File: src/rtl/pixel_write_sink_pkg.sv
// Shared screen geometry, framebuffer widths and sink state encodings.
package pixel_write_sink_pkg;

  localparam int unsigned SCREEN_W = 160;
  localparam int unsigned SCREEN_H = 120;
  localparam int unsigned FB_WORDS = SCREEN_W * SCREEN_H;

  localparam int unsigned X_W      = 8;
  localparam int unsigned Y_W      = 7;
  localparam int unsigned ADDR_W   = 15;
  localparam int unsigned COLOUR_W = 18;

  typedef enum logic [1:0] {
    StIdle,
    StDrain,
    StClear,
    StDone
  } state_e;

  typedef struct packed {
    logic [ADDR_W-1:0]   addr;
    logic [COLOUR_W-1:0] colour;
  } pixel_t;

  // y*160 + x without a multiplier: 160 = 128 + 32.
  function automatic logic [ADDR_W-1:0] pixel_addr(input logic [Y_W-1:0] y,
                                                   input logic [X_W-1:0] x);
    logic [ADDR_W-1:0] y_ext;
    logic [ADDR_W-1:0] x_ext;
    y_ext = {{(ADDR_W-Y_W){1'b0}}, y};
    x_ext = {{(ADDR_W-X_W){1'b0}}, x};
    return (y_ext << 7) + (y_ext << 5) + x_ext;
  endfunction

endpackage

File: src/rtl/pixel_write_sink_if.sv
// Pixel-write bus between a drawing block (master) and the framebuffer sink (slave).
interface pixel_write_sink_if;
  import pixel_write_sink_pkg::*;

  logic [X_W-1:0]      vga_x;
  logic [Y_W-1:0]      vga_y;
  logic [COLOUR_W-1:0] vga_colour;
  logic                vga_write;
  logic                ready;
  logic                dropped;

  modport master (
    output vga_x,
    output vga_y,
    output vga_colour,
    output vga_write,
    input  ready,
    input  dropped
  );

  modport slave (
    input  vga_x,
    input  vga_y,
    input  vga_colour,
    input  vga_write,
    output ready,
    output dropped
  );

endinterface

File: src/rtl/pixel_fifo.sv
// Synchronous circular-buffer FIFO with occupancy count; head is visible on rdata while non-empty.
module pixel_fifo #(
    parameter int unsigned WIDTH = 33,
    parameter int unsigned DEPTH = 4
) (
    input  logic             clock,
    input  logic             reset,
    input  logic             push,
    input  logic             pop,
    input  logic [WIDTH-1:0] wdata,
    output logic [WIDTH-1:0] rdata,
    output logic             full,
    output logic             empty
);

  localparam int unsigned PtrW = $clog2(DEPTH);
  localparam int unsigned CntW = $clog2(DEPTH + 1);

  logic [WIDTH-1:0] mem_q [DEPTH];
  logic [PtrW-1:0]  wr_ptr_q, wr_ptr_d;
  logic [PtrW-1:0]  rd_ptr_q, rd_ptr_d;
  logic [CntW-1:0]  count_q, count_d;
  logic             do_push;
  logic             do_pop;

  assign full    = (count_q == CntW'(DEPTH));
  assign empty   = (count_q == '0);
  assign do_push = push && !full;
  assign do_pop  = pop && !empty;
  assign rdata   = mem_q[rd_ptr_q];

  always_comb begin
    wr_ptr_d = wr_ptr_q;
    rd_ptr_d = rd_ptr_q;
    count_d  = count_q;
    if (do_push) begin
      wr_ptr_d = wr_ptr_q + PtrW'(1);
    end
    if (do_pop) begin
      rd_ptr_d = rd_ptr_q + PtrW'(1);
    end
    unique case ({do_push, do_pop})
      2'b10:   count_d = count_q + CntW'(1);
      2'b01:   count_d = count_q - CntW'(1);
      default: count_d = count_q;
    endcase
  end

  always_ff @(posedge clock or negedge reset) begin
    if (!reset) begin
      wr_ptr_q <= '0;
      rd_ptr_q <= '0;
      count_q  <= '0;
    end else begin
      wr_ptr_q <= wr_ptr_d;
      rd_ptr_q <= rd_ptr_d;
      count_q  <= count_d;
    end
  end

  // Storage needs no reset: the count alone decides what is valid.
  always_ff @(posedge clock) begin
    if (do_push) begin
      mem_q[wr_ptr_q] <= wdata;
    end
  end

endmodule

File: src/rtl/pixel_write_sink.sv
// Buffers pixel writes, maps (x,y) to a linear framebuffer address and runs full-screen clears.
module pixel_write_sink #(
    parameter int unsigned FIFO_DEPTH = 4,
    parameter int unsigned SCREEN_W   = pixel_write_sink_pkg::SCREEN_W,
    parameter int unsigned SCREEN_H   = pixel_write_sink_pkg::SCREEN_H
) (
    input  logic                                     clock,
    input  logic                                     reset,
    pixel_write_sink_if.slave                        pix,
    input  logic                                     start,
    input  logic [pixel_write_sink_pkg::COLOUR_W-1:0] clear_colour,
    output logic                                     done,
    output logic [pixel_write_sink_pkg::ADDR_W-1:0]   fb_address,
    output logic [pixel_write_sink_pkg::COLOUR_W-1:0] fb_data,
    output logic                                     fb_wren
);

  import pixel_write_sink_pkg::*;

  localparam int unsigned LastAddr = SCREEN_W * SCREEN_H - 1;

  state_e              state_q;
  logic [ADDR_W-1:0]   clr_cnt_q;
  logic [COLOUR_W-1:0] clr_colour_q;
  logic                dropped_q;
  logic                done_q;
  logic [ADDR_W-1:0]   fb_address_q;
  logic [COLOUR_W-1:0] fb_data_q;
  logic                fb_wren_q;

  logic   fifo_full;
  logic   fifo_empty;
  logic   accept;
  logic   in_range;
  logic   push;
  logic   pop;
  pixel_t push_entry;
  pixel_t head;

  assign pix.ready   = (state_q == StIdle) && !fifo_full;
  assign pix.dropped = dropped_q;
  assign done        = done_q;
  assign fb_address  = fb_address_q;
  assign fb_data     = fb_data_q;
  assign fb_wren     = fb_wren_q;

  assign accept   = pix.vga_write && pix.ready;
  assign in_range = (32'(pix.vga_x) < SCREEN_W) && (32'(pix.vga_y) < SCREEN_H);
  assign push     = accept && in_range;
  assign pop      = ((state_q == StIdle) || (state_q == StDrain)) && !fifo_empty;

  assign push_entry = '{addr: pixel_addr(pix.vga_y, pix.vga_x), colour: pix.vga_colour};

  pixel_fifo #(
    .WIDTH ($bits(pixel_t)),
    .DEPTH (FIFO_DEPTH)
  ) u_fifo (
    .clock (clock),
    .reset (reset),
    .push  (push),
    .pop   (pop),
    .wdata (push_entry),
    .rdata (head),
    .full  (fifo_full),
    .empty (fifo_empty)
  );

  always_ff @(posedge clock or negedge reset) begin
    if (!reset) begin
      state_q      <= StIdle;
      clr_cnt_q    <= '0;
      clr_colour_q <= '0;
      dropped_q    <= 1'b0;
      done_q       <= 1'b0;
      fb_address_q <= '0;
      fb_data_q    <= '0;
      fb_wren_q    <= 1'b0;
    end else begin
      dropped_q <= accept && !in_range;
      done_q    <= 1'b0;
      fb_wren_q <= 1'b0;

      if (pop) begin
        fb_address_q <= head.addr;
        fb_data_q    <= head.colour;
        fb_wren_q    <= 1'b1;
      end

      unique case (state_q)
        StIdle: begin
          if (start) begin
            clr_colour_q <= clear_colour;
            state_q      <= StDrain;
          end
        end
        StDrain: begin
          // Pending pixels land first so the clear overwrites them deterministically.
          if (fifo_empty) begin
            clr_cnt_q <= '0;
            state_q   <= StClear;
          end
        end
        StClear: begin
          fb_address_q <= clr_cnt_q;
          fb_data_q    <= clr_colour_q;
          fb_wren_q    <= 1'b1;
          clr_cnt_q    <= clr_cnt_q + ADDR_W'(1);
          if (clr_cnt_q == ADDR_W'(LastAddr)) begin
            done_q  <= 1'b1;
            state_q <= StDone;
          end
        end
        StDone: begin
          state_q <= StIdle;
        end
        default: begin
          state_q <= StIdle;
        end
      endcase
    end
  end

endmodule

File: src/flat_wrapper.sv
// flat-port wrapper written by rule: the top's interface ports become plain ports
module pixel_write_sink_flat import pixel_write_sink_pkg::*;
#(
    parameter int unsigned FIFO_DEPTH = 4,
    parameter int unsigned SCREEN_W   = pixel_write_sink_pkg::SCREEN_W,
    parameter int unsigned SCREEN_H   = pixel_write_sink_pkg::SCREEN_H
)
  (clock, reset, start, clear_colour, done, fb_address, fb_data, fb_wren, pix_vga_x, pix_vga_y, pix_vga_colour, pix_vga_write, pix_ready, pix_dropped);
  pixel_write_sink_if pix_i ();
  input  logic clock;
  input  logic reset;
  input  logic start;
  input  logic [pixel_write_sink_pkg::COLOUR_W-1:0] clear_colour;
  output logic done;
  output logic [pixel_write_sink_pkg::ADDR_W-1:0] fb_address;
  output logic [pixel_write_sink_pkg::COLOUR_W-1:0] fb_data;
  output logic fb_wren;
  input wire logic [$bits(pix_i.vga_x)-1:0] pix_vga_x;
  input wire logic [$bits(pix_i.vga_y)-1:0] pix_vga_y;
  input wire logic [$bits(pix_i.vga_colour)-1:0] pix_vga_colour;
  input wire logic [$bits(pix_i.vga_write)-1:0] pix_vga_write;
  output wire logic [$bits(pix_i.ready)-1:0] pix_ready;
  output wire logic [$bits(pix_i.dropped)-1:0] pix_dropped;
  assign pix_i.vga_x = pix_vga_x;
  assign pix_i.vga_y = pix_vga_y;
  assign pix_i.vga_colour = pix_vga_colour;
  assign pix_i.vga_write = pix_vga_write;
  assign pix_ready = pix_i.ready;
  assign pix_dropped = pix_i.dropped;
  pixel_write_sink #(.FIFO_DEPTH(FIFO_DEPTH), .SCREEN_W(SCREEN_W), .SCREEN_H(SCREEN_H)) u_core (.clock(clock), .reset(reset), .pix(pix_i), .start(start), .clear_colour(clear_colour), .done(done), .fb_address(fb_address), .fb_data(fb_data), .fb_wren(fb_wren));
endmodule
File: config.mk
export PLATFORM = sky130hd
export DESIGN_NAME = pixel_write_sink_flat
export DESIGN_NICKNAME = d
export VERILOG_FILES = /design/src/rtl/pixel_write_sink_pkg.sv /design/src/rtl/pixel_write_sink_if.sv /design/src/rtl/pixel_fifo.sv /design/src/rtl/pixel_write_sink.sv /design/src/flat_wrapper.sv
export SDC_FILE = /design/constraint.sdc
export NUM_CORES = 1
export LEC_CHECK = 0
export ABC_AREA = 1
export CORE_MARGIN = 4
export CORE_UTILIZATION = 25
export CTS_BUF_LIST = sky130_fd_sc_hd__clkbuf_2
export DETAILED_ROUTE_END_ITERATION = 6
export GPL_ROUTABILITY_DRIVEN = 0
export PLACE_DENSITY_LB_ADDON = 0.2
export SKIP_LAST_GASP = 1
export SLEW_MARGIN = 15
export SYNTH_ARGS = -nofsm -noshare
export SYNTH_HDL_FRONTEND = slang
export SYNTH_HIERARCHICAL = 1
export SYNTH_SLANG_ARGS = --single-unit
File: constraint.sdc
create_clock -name clock -period 2.8 [get_ports clock]
set_input_delay 0.56 -clock clock [delete_from_list [all_inputs] [get_ports clock]]
set_output_delay 0.56 -clock clock [all_outputs]
set_load 0.005 [all_outputs]
==> flow_metrics.tcl <==
set metrics [dict create \
    cp.required_ps 2240 \
    hold_viol_final 0 \
    ys_seq_elements 210 \
    syn_nets 959 \
    ir_drop_uv 431 \
    fin_nets 1101 \
    wirelength_um 23500 \
    drive_gt1_share_pct 18.2 \
    avgSynthCellArea_um2 11.0 \
    slew_violations 0 \
    die_h_um 204 \
    postRouteAntennaNets 0 \
    p_comb_share_pct 41.9 \
    multi_input_area_um2 3050 \
    cts_made_buffers 56 \
    dieArea_um2 41800 \
    vias 6497 \
    antenna_found_initial 1 \
    clockBufferDepth 3 \
    critPathMaxFanout 3 \
    power_report.internal_total_uw 6720 \
    clkSlewWorstSetupHoldPaths_ps 110 \
    finalPower_uw 11200 \
    area_growth_syn_to_layout_pct 22.8 \
    grtUsageTotal_pct 11.4 \
    synth_top_area_share_pct 41.1 \
    finalWorstSetupSlack_ps 239 \
    final_cells 1580 \
    synth.area.top_cells "edfxtp_1 (41%), dfrtp_1 (20%), nand2_1 (7.7%), inv_1 (4.5%), o211ai_2 (4.3%)" \
    switching_power_uw 4480 \
    hp-class "input port to asynchronous set/reset pin" \
    cp-end-kind "output pin" \
    status "complete, no violations" \
    r2r_start "u_core/state_q[0]" \
    synth_cell_types 39 \
    syn_area_um2 9650 \
    port_buffers 91 \
    insertion_delay_ps 890 \
    r2r_end "u_core/u_fifo/count_q[2]" \
    path_class "register to output pin" \
    async_reset_ff_share_pct 37.1 \
    fin_skew_ps 66.8 \
    finish.utilization_pct 31.3 \
    drc_errors 0 \
    cts_setup_buffers 0 \
    regArea_um2 5920 \
    synth_flop_cell "edfxtp_1" \
    grt_pass1_vias 6592 \
    slew_headroom_pct 49.9 \
    start_util_pct 25.5 \
    dr.pass1.iters 4 \
    fillers 3933 \
    yosys_warnings 6 \
    io_pins 92 \
    die_width_um 204 \
    place_ws_ps -275 \
    yosysSeqAreaShare_pct 61.3 \
    grt.overflow.total 0 \
    min_period_over_period_pct 91.5 \
    arrival_ps 2000 \
    root_buffer "clkbuf_2" \
    hold_slack_ps 206 \
    critical_path.startpoint_type "register" \
    cts_max_level 2 \
    p_clk_share_pct 19.5 \
    swShare_pct 40.0 \
    core_um2 37800 \
    reg2reg_depth 14 \
    worstMarginPinSlew_ps 751 \
    p_seq_share_pct 38.6 \
    post_drt_wl_per_cell_um 14.9 \
    rrSetupSlack_ps 630 \
    clock_sinks 210 \
    cellLeakagePower_uw 0.00499 \
    fin_crit_ps 2560 \
    synth_cells 879 \
    grt_pass1_wl_um 37000 \
    routed_via_density 4.11 \
    synth-edff-count 132 \
    rows 71 \
    dp.final_hpwl_um 15500 \
    report.final.setup_viol 0 \
    drv_cap 0 \
    power_density_nw_per_um2 946 \
    dr.first_iter.drc_count 228 \
    tritoncts "done" \
    fmax_mhz 390 \
    yosysTopAreaCell "edfxtp_1" \
    place_inst 1473 \
    rsz0062_at_grt "no" \
    grt_max_degree 68 \
]
## how the worst max path moves through the flow
| stage | endpoint | slack (ps) | startpoint |
|---|---|---|---|
| after floorplan | u_core/u_fifo/mem_q[0][0] | -390 | u_core/state_q[0] |
| after global placement | u_core/u_fifo/mem_q[0][30] | -210 | pix_vga_y[0] |
| after detailed placement | u_core/u_fifo/mem_q[3][30] | -280 | pix_vga_y[0] |
| after CTS | pix_ready | 20 | u_core/state_q[0] |
| after global routing | pix_ready | 8 | u_core/u_fifo/count_q[0] |
| final | pix_ready | 240 | u_core/state_q[0] |
## timing repair
item,in CTS,in global routing
gates resized for setup,3,1
hold buffers,1,0
hold endpoints to repair,40,0
pin swaps,1,1
setup endpoints to repair,1,1
## layout make-up
cell class | instances | area share [%]
Tap cell | 511 | 5.39
Sequential cell | 210 | 49.9
Timing Repair Buffer | 121 | 10.5
Antenna cell | 1 | 0.0211
Multi-Input combinational cell | 511 | 25.7
Inverter | 121 | 3.87
Clock inverter | 25 | 1.16
Clock buffer | 80 | 3.38
## cells in the final DEF (no fill, tap or decap), drive strengths merged, types with 5 or more instances in the layout
cell,Yosys,routed
a21oi,15,15
o211ai,67,67
o21ai,7,7
dfrtp,78,78
buf,35,30
nor3,38,38
clkinv,0,24
mux2,18,18
a31oi,10,10
clkbuf,2,80
edfxtp,132,132
a211oi,8,8
nand4,5,5
clkdlybuf4s50,0,89
nor2,83,83
nand3,22,22
nand2,200,200
ha,22,22
inv,121,121
## synth_stat cells (2+ instances only)
cell type	number
nand4_1	5
a211oi_1	3
o21bai_1	2
inv_1	116
nor2_1	79
xor2_1	3
o21ai_0	5
mux2_1	2
ha_1	22
buf_4	8
nor2_2	2
o211ai_2	33
clkbuf_1	2
nand3_1	21
nand2_1	197
buf_2	18
o211ai_1	34
buf_6	9
edfxtp_1	132
a31oi_1	10
nor3_1	38
mux2_2	16
a21oi_1	15
xnor2_1	3
inv_2	4
nor2_4	2
fa_1	3
nand2_4	3
dfrtp_1	78
a211oi_2	5
## state kept, by name (all words and copies together), names as in the netlist, 2 cells and up
signal,count
u_core/fb_address,15
u_core/u_fifo/count_q,3
u_core/u_fifo/rd_ptr_q,2
u_core/state_q,2
u_core/fb_data,18
u_core/clr_colour_q,18
u_core/clr_cnt_q,15
u_core/u_fifo/mem_q,132
u_core/u_fifo/wr_ptr_q,2
## per-layer routing
metal,GRT usage (%),up-vias,wire [um],part of all wire (%)
met5,0,-,0,0
met1,15.3,3012,11100,47
met3,3.17,60,1260,5.4
met4,4.36,0,722,3.1
met2,17.6,144,10500,44
li1,-,3281,-,-
## critical path, cell delays in order, from the launching register on
cell,delay [ps]
dfrtp_1,410
inv_1,90
ha_1,190
inv_2,70
nor2_4,120
dlygate4sd2_1,250
## per-stage QoR
stage / cell area (um2) / TNS [ps]
2_1_floorplan: 9650 / -51840
5_1_grt: 11900 / 0
3_3_place_gp: 11300 / -2130
6_report: 11900 / 0
4_1_cts: 11800 / 0
3_5_place_dp: 11300 / -3240
## logic make-up after synthesis
group | share of synthesized area [%]
DFF | 61.3
and+or+nand+nor | 15.1
muxes | 2.10
buffers and inverters | 7.42
AOI/OAI and AO/OA | 10.1
adders and majority gates | 3.47
xor gates and xnor gates | 0.545
## power groups by stage
stage	registers (uW)	logic (uW)	clock network, uW
2_1_floorplan	4330	3180	0
3_3_place_gp	4400	4760	0
3_5_place_dp	4400	4800	0
4_1_cts	4340	4810	2330
5_1_grt	4400	5310	2510
6_report	4320	4700	2180
No activity file was read; power rests on OpenSTA's default activity.
